`src/rtl/shift_pkg.sv`:
```
// ============================================================================
// shift_pkg : shared shifter types, widths and bit-reversal helper
// Revision  : 1.0
// ============================================================================
`default_nettype none

package shift_pkg;

    typedef enum logic [1:0] {
        SH_LSL = 2'd0,
        SH_LSR = 2'd1,
        SH_ASR = 2'd2,
        SH_ROR = 2'd3
    } shift_op_t;

    localparam int SHIFT_DATA_W = 64;
    localparam int SHIFT_AMT_W  = 6;

    function automatic logic [SHIFT_DATA_W-1:0] bit_rev(input logic [SHIFT_DATA_W-1:0] v);
        logic [SHIFT_DATA_W-1:0] r;
        for (int i = 0; i < SHIFT_DATA_W; i++) begin
            r[i] = v[SHIFT_DATA_W-1-i];
        end
        return r;
    endfunction

endpackage

`default_nettype wire

```
`src/rtl/shift_core.sv`:
```
// ============================================================================
// shift_core : combinational 64-bit shifter (LSL/LSR/ASR[/ROR]) on one left core
// Optional macro SHIFT_ARB_ROR_EN enables rotate-right; otherwise op 3 = LSL.
// Revision   : 1.0
// ============================================================================
`default_nettype none

module shift_core
    import shift_pkg::*;
(
    input  logic [SHIFT_DATA_W-1:0] data,
    input  logic [SHIFT_AMT_W-1:0]  shamt,
    input  logic [1:0]              op,
    output logic [SHIFT_DATA_W-1:0] result
);

    logic                    is_right;
    logic [SHIFT_DATA_W-1:0] pre;
    logic [SHIFT_DATA_W-1:0] shl;
    logic [SHIFT_DATA_W-1:0] base;
    logic [SHIFT_DATA_W-1:0] fill;
    logic [SHIFT_DATA_W-1:0] rot_hi;
`ifdef SHIFT_ARB_ROR_EN
    logic [SHIFT_AMT_W:0]    ror_amt;
`endif

    always_comb begin
`ifdef SHIFT_ARB_ROR_EN
        is_right = (op == SH_LSR) || (op == SH_ASR) || (op == SH_ROR);
`else
        is_right = (op == SH_LSR) || (op == SH_ASR);
`endif
        pre = is_right ? bit_rev(data) : data;

        // Six binary-weighted mux stages
        shl = pre;
        for (int k = 0; k < SHIFT_AMT_W; k++) begin
            if (shamt[k]) begin
                shl = shl << (1 << k);
            end
        end

        base = is_right ? bit_rev(shl) : shl;

        // Top shamt bits set, used as the sign fill for ASR
        fill = '0;
        if ((op == SH_ASR) && data[SHIFT_DATA_W-1]) begin
            fill = bit_rev(~({SHIFT_DATA_W{1'b1}} << shamt));
        end

        rot_hi = '0;
`ifdef SHIFT_ARB_ROR_EN
        // shamt==0 gives a shift by 64, which yields zero and leaves data intact
        ror_amt = (SHIFT_AMT_W+1)'(SHIFT_DATA_W) - {1'b0, shamt};
        if (op == SH_ROR) begin
            rot_hi = data << ror_amt;
        end
`endif
        result = base | fill | rot_hi;
    end

endmodule

`default_nettype wire

```
`src/rtl/shift_arbiter.sv`:
```
// ============================================================================
// shift_arbiter : round-robin arbiter sharing one shift_core, registered result
// Optional macro SHIFT_ARB_ROR_EN (passed through to shift_core).
// Revision      : 1.0
// ============================================================================
`default_nettype none

module shift_arbiter
    import shift_pkg::*;
#(
    parameter int NUM_REQ = 4,
    parameter int ID_W    = $clog2(NUM_REQ)
) (
    input  logic                            clk,
    input  logic                            reset_n,
    input  logic [NUM_REQ-1:0]              req_valid,
    output logic [NUM_REQ-1:0]              req_ready,
    input  logic [NUM_REQ*SHIFT_DATA_W-1:0] req_data,
    input  logic [NUM_REQ*SHIFT_AMT_W-1:0]  req_shamt,
    input  logic [NUM_REQ*2-1:0]            req_op,
    output logic                            rsp_valid,
    input  logic                            rsp_ready,
    output logic [SHIFT_DATA_W-1:0]         rsp_data,
    output logic [ID_W-1:0]                 rsp_id
);

    typedef enum logic [0:0] {
        IDLE = 1'b0,
        HOLD = 1'b1
    } state_t;

    state_t                  state;
    logic [ID_W-1:0]         rr_ptr;
    logic [ID_W-1:0]         winner;
    logic                    found;
    logic                    can_accept;
    logic                    accept;
    int                      idx;
    logic [SHIFT_DATA_W-1:0] sel_data;
    logic [SHIFT_AMT_W-1:0]  sel_shamt;
    logic [1:0]              sel_op;
    logic [SHIFT_DATA_W-1:0] shift_res;

    assign can_accept = (state == IDLE) || rsp_ready;

    // First valid requester at or above rr_ptr, wrapping around
    always_comb begin
        found  = 1'b0;
        winner = '0;
        idx    = 0;
        for (int k = 0; k < NUM_REQ; k++) begin
            idx = int'(rr_ptr) + k;
            if (idx >= NUM_REQ) begin
                idx = idx - NUM_REQ;
            end
            if (!found && req_valid[idx]) begin
                found  = 1'b1;
                winner = ID_W'(idx);
            end
        end
    end

    // Gated by reset_n so the grant is all zero while reset is held
    always_comb begin
        req_ready = '0;
        for (int i = 0; i < NUM_REQ; i++) begin
            req_ready[i] = reset_n && found && can_accept && (winner == ID_W'(i));
        end
    end

    assign accept    = |(req_valid & req_ready);
    assign sel_data  = req_data[int'(winner)*SHIFT_DATA_W +: SHIFT_DATA_W];
    assign sel_shamt = req_shamt[int'(winner)*SHIFT_AMT_W +: SHIFT_AMT_W];
    assign sel_op    = req_op[int'(winner)*2 +: 2];

    shift_core u_core (
        .data   (sel_data),
        .shamt  (sel_shamt),
        .op     (sel_op),
        .result (shift_res)
    );

    always_ff @(posedge clk or negedge reset_n) begin
        if (!reset_n) begin
            state     <= IDLE;
            rr_ptr    <= '0;
            rsp_valid <= 1'b0;
            rsp_data  <= '0;
            rsp_id    <= '0;
        end else if (accept) begin
            state     <= HOLD;
            rsp_valid <= 1'b1;
            rsp_data  <= shift_res;
            rsp_id    <= winner;
            rr_ptr    <= (winner == ID_W'(NUM_REQ-1)) ? '0 : winner + ID_W'(1);
        end else if ((state == HOLD) && rsp_ready) begin
            state     <= IDLE;
            rsp_valid <= 1'b0;
        end
    end

endmodule

`default_nettype wire

```
`config.mk`:
```
export PLATFORM = sky130hd
export DESIGN_NAME = shift_arbiter
export DESIGN_NICKNAME = d
export VERILOG_FILES = /design/src/rtl/shift_pkg.sv /design/src/rtl/shift_core.sv /design/src/rtl/shift_arbiter.sv
export SDC_FILE = /design/constraint.sdc
export NUM_CORES = 1
export LEC_CHECK = 0
export CORE_UTILIZATION = 40
export CTS_BUF_LIST = sky130_fd_sc_hd__clkbuf_8 sky130_fd_sc_hd__clkbuf_16
export DETAILED_ROUTE_END_ITERATION = 12
export MAX_ROUTING_LAYER = met4
export PLACE_DENSITY = 0.69
export SLEW_MARGIN = 20
export SYNTH_ARGS = -nofsm -noshare
export SYNTH_HDL_FRONTEND = slang
export SYNTH_SLANG_ARGS = --single-unit
```
`constraint.sdc`:
```
create_clock -name clk -period 4.58 [get_ports clk]
set_clock_uncertainty 0.05 [all_clocks]
set_input_delay 0.458 -clock clk [delete_from_list [all_inputs] [get_ports clk]]
set_output_delay 0.458 -clock clk [all_outputs]
set_load 0.01 [all_outputs]
```
==> flow_summary.toml, run 1 <==
[hold_path]
min_path_type = "in -> async"

[detailed_routing]
vias = 19700
drt_drc_violations_left = 1
postRouteAntennaNets = 0
wl_per_cell_um = 26.2
drt_iter0_markers = 2684
first_pass_iters = 11
drt_wl_total_um = 75900
viasPerCell = 6.80

[power]
peakVddDrop_uv = 433
p_leak_nw = 8.16
p_per_area_mw_per_mm2 = 1080
finalPower_mw = 21.9

[floorplanning]
io_pins = 366
die_w_um = 181
die_area_sq_mm = 0.0327
start_util_pct = 40.6
fp-row-count = 65
coreArea_sq_mm = 0.0315
fp.dieH_um = 181

[layout]
num_antenna_cells = 0
mostFrequentLayoutCells = "431 x buf_4, 361 x clkdlybuf4s50_1, 256 x nand3_1"
areaGrowthSynthToFinish_pct = 59.0
drive_gt1_share_pct = 24.1
nets = 2792
fillers = 2826
mostFrequentLayoutCell = "buf_4"

[clocking]
htreeDepth = 3
path_clk_slew_ns = 0.06
numCtsBuffers = 9
clkLatencyLatePin_ns = 0.35
root_buffer = "clkbuf_16"
cts_tree = "done"
clock_sinks = 69
ctsHoldBuffers = 0
clock_path_buffers = 2

[timing]
rsz0062_at_grt = "true"
finalSetupTns_ns = 0
worstMarginPinSlew_ns = 0.954
max_freq_ghz = 0.225
setup_viol = 0
final.min_clock_period_ns = 4.44
finalWorstSetupSlack_ns = 0.140
hold_slack_ns = 0.309
hold_viol = 0
slew_headroom_pct = 36.2
period_share_pct = 96.9
finalMaxSlewViolations = 0

[setup_path]
r2r-end = "rsp_data[54]"
ff2ff_setup_slack_ns = 0.14
cp-start-kind = "flip-flop"
path_cells = "buf_4, mux2i_1, nor2_1, nor3_4, inv_4, and3_1, a31oi_2, ha_4, or4_4, nand4_1, mux2_4, buf_4, mux2_4, mux4_2, a2bb2oi_2, o211ai_1, o221ai_1, o21a_1"
crit_start = "rr_ptr[1]"
slowest_stage = "mux4_2"
ff2ff_path_depth = 18
required_ns = 4.82
crit_type = "reg -> reg"
end_kind = "flip-flop"
max_stage_delay_ns = 0.52
arrival_ns = 4.67
cp_max_fo = 5
reg2reg_from = "rr_ptr[1]"
cp-endpoint = "rsp_data[54]"

[synth]
async_flop_share_pct = 100
yosysSeqAreaShare_pct = 13.5
synth_fp_nets = 2140
synth.distinct_cells = 89
ys.warnings.count = 0
synthFlopType = "dfrtp_1"
synth-seq-cells = 69
synth_cells = 1840
synth_edf_count = 0
netlist_area_sq_mm = 0.0128
syn_avg_cell_area_sq_um = 6.95

[global_routing]
grt_pass1_wl_um = 113000
track_usage_pct = 46.0
grt_util_met1_pct = 54.2
grt_pass1_vias = 18800
grt_use_met3_pct = 7.44
busiest_layer = "met2"
grt_max_degree = 99
antenna_found_initial = 0
gr-total-overflow = 0
met2_usage_pct = 73.0

[placement]
place_congestion = 1.07
io_buffers = 365
detailed_place_hpwl_um = 60200
pre_cts_ws_ns = -0.650

[run_status]
violations = "DRC"
outcome = "finished, violations left"

[job]
maxCapViolCount = 0
layout make-up:
cell class,count,area (sq um),share of cell area (%)
clock buffer,9,225,1.11
clock inverter,7,36.3,0.178
inverter,4,21.3,0.105
multi-input combinational,1574,10200,50.1
sequential,69,1730,8.49
tap,402,503,2.47
timing repair buffer,834,7630,37.5
worst max-delay path: cells and delay by family, from the launching register on:
family / cells / cell delay [ns]
DFF: 1 / 0.37
buffers and inverters: 3 / 0.35
AOI/OAI and AO/OA: 5 / 0.88
adders and majority gates: 1 / 0.25
and+or+nand+nor: 5 / 1.13
muxes: 4 / 1.35
power by group:
part	switching (mW)	total (mW)	internal [mW]	leakage, nW
Clock	0.283	0.641	0.358	0.135
Sequential	0.216	1.15	0.935	0.790
Combinational	11.5	20.1	8.65	7.23
synth_stat cells, drive strengths merged, types with 20 or more instances:
master,count,area (sq um)
a211oi,31,243
a21oi,71,363
a221oi,20,181
a22oi,29,223
a31oi,23,144
and2,25,159
and3,21,141
buf,103,634
clkbuf,90,338
dfrtp,69,1730
mux2i,41,410
mux4,38,856
nand2,188,708
nand3,259,1310
nand4,70,438
nor2,138,539
nor3,25,164
o211ai,130,990
o21a,23,173
o21ai,217,1100
o22ai,29,181
routing by layer:
| layer | share of wire [%] | vias up |
|---|---|---|
| met1 | 37 | 9315 |
| met4 | 7.2 | 0 |
| met2 | 46 | 1502 |
| li1 | - | 8547 |
| met5 | 0 | - |
| met3 | 10 | 342 |
registers in the layout, indices dropped and copies added (netlist names):
name / count
rr_ptr: 2
state: 1
rsp_id: 2
rsp_data: 64
worst min-delay path by stage:
stage,cells after the start,startpoint,slack (ns),to
after global routing,2,reset_n,0.41,rsp_data[4]
after global placement,2,rsp_id[1],0.42,rsp_id[1]
final,2,reset_n,0.31,rsp_data[20]
after detailed placement,1,rsp_data[4],0.44,rsp_data[4]
after CTS,2,reset_n,0.35,rsp_data[4]
after floorplan,0,reset_n,0.11,rr_ptr[0]
through the flow:
step / std cells / instance area [sq um] / utilization (%)
after global routing: 2899 / 20300 / 64.6
after detailed placement: 2865 / 19800 / 62.8
after floorplan: 1840 / 12800 / -
after global placement: 2865 / 19800 / 62.8
after CTS: 2888 / 20100 / 63.9
final: 2899 / 20300 / 64.6
cells by family after synthesis:
| group | count (synthesis) | share of synthesized area, % |
|---|---|---|
| compound gates | 715 | 38.1 |
| simple gates | 761 | 29.0 |
| flops | 69 | 13.5 |
| mux | 93 | 11.1 |
| buf+inv | 197 | 7.72 |
| fa+ha+maj | 5 | 0.489 |
what timing repair did:
| item | in CTS | in global routing |
|---|---|---|
| setup endpoints to repair | 28 | 52 |
| pin swaps | 5 | 13 |
| cloned | 0 | 3 |
| setup buffers | 7 | 8 |
| gates resized for setup | 6 | 24 |
Power figures use the tool's default switching activity.
==> run 2, diff against run 1 <==
--- a/config.mk
+++ b/config.mk
@@ -10,6 +10,7 @@
 export DETAILED_ROUTE_END_ITERATION = 12
 export MAX_ROUTING_LAYER = met4
 export PLACE_DENSITY = 0.69
+export SETUP_SLACK_MARGIN = 0.15
 export SLEW_MARGIN = 20
 export SYNTH_ARGS = -nofsm -noshare
 export SYNTH_HDL_FRONTEND = slang
==> flow_summary.toml, run 2 (synthesis results as in run 1) <==
[floorplanning]
coreArea_sq_mm = 0.0315
die_area_sq_mm = 0.0327
fp-row-count = 65
die_w_um = 181
start_util_pct = 40.6
io_pins = 366
fp.dieH_um = 181

[global_routing]
antenna_found_initial = 0
grt_pass1_vias = 19300
gr-total-overflow = 0
grt_pass1_wl_um = 117000
track_usage_pct = 48.1
grt_max_degree = 77

[power]
peakVddDrop_uv = 537
finalPower_mw = 22.9
p_leak_nw = 8.50
p_per_area_mw_per_mm2 = 1090

[timing]
max_freq_ghz = 0.225
worstMarginPinSlew_ns = 0.955
final.min_clock_period_ns = 4.44
setup_viol = 0
finalWorstSetupSlack_ns = 0.140
rsz0062_at_grt = "true"
period_share_pct = 96.9
finalMaxSlewViolations = 0
slew_headroom_pct = 36.3
hold_viol = 0

[detailed_routing]
wl_met1_um = 29000
postRouteAntennaNets = 0
vias = 20200
wl_per_cell_um = 26.5
drt_iter0_markers = 2960
wl_met2_um = 35000
viasPerCell = 6.82
drt_wl_total_um = 78400
highest_layer = "met4"
drt_drc_violations_left = 0
first_pass_iters = 6
met3_length_um = 7820

[setup_path]
crit_type = "in -> reg"
end_kind = "flip-flop"
r2r-end = "rsp_data[9]"
reg2reg_from = "rr_ptr[1]"
ff2ff_path_depth = 20
required_ns = 4.82
ff2ff_setup_slack_ns = 0.14
arrival_ns = 4.68
cp-start-kind = "input port"
cp_max_fo = 5

[run_status]
outcome = "complete, no violations"

[clocking]
htreeDepth = 3
root_buffer = "clkbuf_16"
clock_path_buffers = 2
numCtsBuffers = 9
cts_tree = "done"
clkLatencyLatePin_ns = 0.35
path_clk_slew_ns = 0.06
clock_sinks = 69
ctsHoldBuffers = 0

[layout]
top_regs = "rsp_data (64), rr_ptr (2), rsp_id (2)"
nets = 2854
top_register = "rsp_data"
largest_reg_flops = 64
drive_gt1_share_pct = 26.5
num_antenna_cells = 0
areaGrowthSynthToFinish_pct = 64.3
fillers = 2674
mostFrequentLayoutCells = "488 x buf_4, 360 x clkdlybuf4s50_1, 254 x nand3_1"
mostFrequentLayoutCell = "buf_4"

[placement]
pre_cts_ws_ns = -0.477
place_congestion = 1.10
io_buffers = 365
detailed_place_hpwl_um = 61900

[job]
maxCapViolCount = 0

[hold_path]
min_path_type = "in -> async"
## run 2: cell types whose count changed in the layout (fill, tap and decap cells not counted), sizes merged, moves of 2 or more
cell / change
clkbuf: -3
buf: +64
inv: -3
bufbuf: +2
dlymetal6s2s: -2
clkinv: +3
clkinvlp: -2
dlygate4sd2: +3
## run 2: cell type report
cell class / count / area, sq um / area share, %
clock buffer: 10 / 239 / 1.14
inverter: 4 / 21.3 / 0.101
clock inverter: 6 / 62.6 / 0.298
timing repair buffer: 896 / 8170 / 38.9
tap: 402 / 503 / 2.39
sequential: 69 / 1730 / 8.23
multi-input combinational: 1574 / 10300 / 49.0
## run 2: repair_timing
| action | in CTS | in global routing |
|---|---|---|
| pin swaps | 8 | 16 |
| gates resized for setup | 20 | 22 |
| cloned | 2 | 0 |
| setup endpoints to repair | 30 | 39 |
| buffers inserted | 3 | 11 |
## run 2: metal layers
| metal | vias to the layer above | GRT usage (%) |
|---|---|---|
| met2 | 1616 | 75.4 |
| met1 | 9502 | 56.9 |
| met3 | 403 | 7.22 |
| met5 | - | - |
| met4 | 0 | 32.7 |
| li1 | 8672 | - |
## run 2: report_power, final
| group | internal [mW] | leakage, nW | switching (mW) |
|---|---|---|---|
| Clock | 0.435 | 0.152 | 0.295 |
| Sequential | 0.935 | 0.789 | 0.220 |
| Combinational | 9.24 | 7.55 | 11.8 |
## run 2: worst max-delay path by stage
stage,start,endpoint,slack [ns],cells past startpoint
final,req_valid[0],rsp_data[9],0.14,22
after global routing,req_valid[0],rsp_data[9],0.005,22
after CTS,rr_ptr[1],rsp_data[9],0.18,17
after detailed placement,req_valid[2],rsp_data[56],-0.48,19
after global placement,req_valid[2],rsp_data[56],-0.44,19
after floorplan,req_valid[0],rsp_data[3],-0.008,21
## run 2: worst max-delay path, cell delays in order
cell	delay [ns]
dlygate4sd2_1	0.27
buf_4	0.15
mux2i_2	0.20
nor2_2	0.09
nor3_4	0.30
inv_4	0.06
buf_4	0.16
nand3_2	0.07
nand2_2	0.07
ha_4	0.28
buf_6	0.13
clkinv_2	0.09
a211o_1	0.28
nand4_1	0.18
mux2_4	0.34
mux2_4	0.29
mux4_2	0.51
a2bb2oi_2	0.15
o211ai_1	0.13
buf_4	0.18
o221ai_2	0.13
o21a_1	0.14
## run 2: stage by stage
stage,TNS (ns),hold WS [ns],instances,utilization [%],cell area [sq um]
CTS,0,0.336,2950,66.1,20800
global route,0,0.384,2961,66.7,21000
finish,0,0.304,2961,66.7,21000
global placement,-7.51,0.418,2929,64.7,20400
detailed placement,-12.98,0.429,2929,64.7,20400
floorplan,-0.00767,0.112,1840,-,12800
==> run 3, diff against run 2 <==
--- a/config.mk
+++ b/config.mk
@@ -5,11 +5,13 @@
 export SDC_FILE = /design/constraint.sdc
 export NUM_CORES = 1
 export LEC_CHECK = 0
-export CORE_UTILIZATION = 40
+export CELL_PAD_IN_SITES_DETAIL_PLACEMENT = 1
+export CELL_PAD_IN_SITES_GLOBAL_PLACEMENT = 1
+export CORE_UTILIZATION = 32
 export CTS_BUF_LIST = sky130_fd_sc_hd__clkbuf_8 sky130_fd_sc_hd__clkbuf_16
 export DETAILED_ROUTE_END_ITERATION = 12
 export MAX_ROUTING_LAYER = met4
-export PLACE_DENSITY = 0.69
+export PLACE_DENSITY = 0.77
 export SETUP_SLACK_MARGIN = 0.15
 export SLEW_MARGIN = 20
 export SYNTH_ARGS = -nofsm -noshare
==> flow_summary.toml, run 3 (synthesis results as in run 1) <==
[setup_path]
r2r-end = "rsp_data[8]"
required_ns = 4.74
cp_max_fo = 23
end_kind = "flip-flop"
arrival_ns = 4.67
ff2ff_path_depth = 17
reg2reg_from = "rr_ptr[0]"
slowest_stage = "a211oi_1"
crit_buf_inv = 7
crit_family = "compound AO/OA/AOI/OAI gates"
max_stage_delay_ns = 0.62
cpMostUsedCell = "buf_4"
path_cells = "clkdlybuf4s15_1, nand2b_1, buf_4, o211ai_4, buf_6, buf_16, buf_4, and3_1, a211oi_1, a31o_2, o21ai_0, buf_4, mux4_2, mux2i_1, o32ai_1, nor3_1, buf_4, a21oi_1"
crit_type = "in -> reg"
cp-start-kind = "input port"
ff2ff_setup_slack_ns = 0.07

[detailed_routing]
viasPerCell = 6.68
postRouteAntennaNets = 0
vias = 20800
first_pass_iters = 6
wl_per_cell_um = 30.1
drt_iter0_markers = 2058
drt_wl_total_um = 93900
drt_drc_violations_left = 0

[layout]
mostFrequentLayoutCell = "buf_4"
largest_reg_flops = 64
areaGrowthSynthToFinish_pct = 69.8
stdcell_count = 3117
drive_gt1_share_pct = 28.7
top_register = "rsp_data"
nets = 2893
top_regs = "rsp_data (64), rr_ptr (2), rsp_id (2)"
mostFrequentLayoutCells = "515 x buf_4, 360 x clkdlybuf4s50_1, 253 x nand3_1"

[timing]
hold_viol = 0
rsz0062_at_grt = "true"
period_share_pct = 98.5
finalSetupTns_ns = 0
setup_viol = 0
final.min_clock_period_ns = 4.51
slew_headroom_pct = 36.4
hold_slack_ns = 0.287
finalMaxSlewViolations = 0
worstMarginPinSlew_ns = 0.954
max_freq_ghz = 0.222

[floorplanning]
die_w_um = 202
coreArea_sq_mm = 0.0390
fp.dieH_um = 202
start_util_pct = 32.8
io_pins = 366
die_area_sq_mm = 0.0408
fp-row-count = 72

[global_routing]
grt_pass1_wl_um = 134000
grt_pass1_vias = 21300
gr-total-overflow = 0
track_usage_pct = 44.6
grt_max_degree = 97
antenna_found_initial = 2

[placement]
dp_cells = 3050
detailed_place_hpwl_um = 71600
io_buffers = 365
place_congestion = 1.05

[clocking]
cts_tree = "done"
clock_sinks = 69
clkLatencyLatePin_ns = 0.35
ctsHoldBuffers = 0
htreeDepth = 3
clock_path_buffers = 2
path_clk_slew_ns = 0.06
root_buffer = "clkbuf_16"
numCtsBuffers = 9

[hold_path]
min_path_type = "in -> async"

[run_status]
outcome = "complete, no violations"

[job]
maxCapViolCount = 0
## run 3: changes by cell type in the layout (fill, tap and decap cells not counted), moves of 3 or more
cell       change
a221oi_2       +3
a21oi_1        -4
buf_4         +27
o21ai_0        -5
buf_8          +3
a221oi_1       -3
buf_16         +3
a21oi_2        +3
o21ai_2        +3
clkbuf_16      +5
buf_6          +3
## run 3: how the worst max path moves through the flow
stage	startpoint	to	slack, ns	cells after the start
after floorplan	req_valid[0]	rsp_data[3]	-0.008	21
after global placement	req_valid[0]	rsp_data[56]	-0.59	16
after detailed placement	req_valid[0]	rsp_data[56]	-0.74	16
after CTS	req_valid[3]	rsp_data[15]	0.15	18
after global routing	req_valid[2]	rsp_data[55]	-0.01	18
final	req_valid[2]	rsp_data[8]	0.07	18
## run 3: layer usage
metal	part of all wire [%]	wire, um	global-route usage [%]
met1	37	34800	50.9
met5	0	0	-
met2	47	43800	72.6
met3	7.7	7230	5.43
met4	8.6	8070	31.2
## run 3: what timing repair did
item	4_1_cts	5_1_grt
pin swaps	19	47
buffers inserted	21	21
cloned	3	5
gates resized for setup	37	64
endpoints found under the hold margin	0	0
endpoints found under the setup margin	64	59
## run 3: final cells by class
type / instances / area (sq um)
Antenna cell: 2 / 5.00
Clock buffer: 10 / 239
Clock inverter: 5 / 28.8
Fill cell: 4766 / 17300
Inverter: 4 / 25.0
Multi-Input combinational cell: 1574 / 10400
Sequential cell: 69 / 1730
Tap cell: 518 / 648
Timing Repair Buffer: 935 / 8620
## run 3: stage by stage
step                      setup slack, ns  utilization [%]  cell area, sq um
after global placement             -0.593             52.5             20500
after detailed placement           -0.736             52.5             20500
after floorplan                  -0.00767                -             12800
after CTS                           0.154             54.3             21200
final                              0.0683             55.7             21700
after global routing              -0.0102             55.7             21700
## run 3: worst register-to-register path, stage by stage, from the launching register on
cell and delay (ns):
dfrtp_1 0.40, nand2b_1 0.19, buf_4 0.14, o211ai_4 0.11, buf_6 0.17, buf_16 0.16
buf_4 0.17, and3_1 0.15, a211oi_1 0.62, a31o_2 0.28, o21ai_0 0.11, buf_4 0.16
mux4_2 0.54, mux2i_1 0.39, o32ai_1 0.18, nor3_1 0.26, buf_4 0.20, a21oi_1 0.08
Power of run 3 is left out: the tool's default activity adds up to more than one toggle a clock period on the data nets, which glitch-free logic cannot reach.
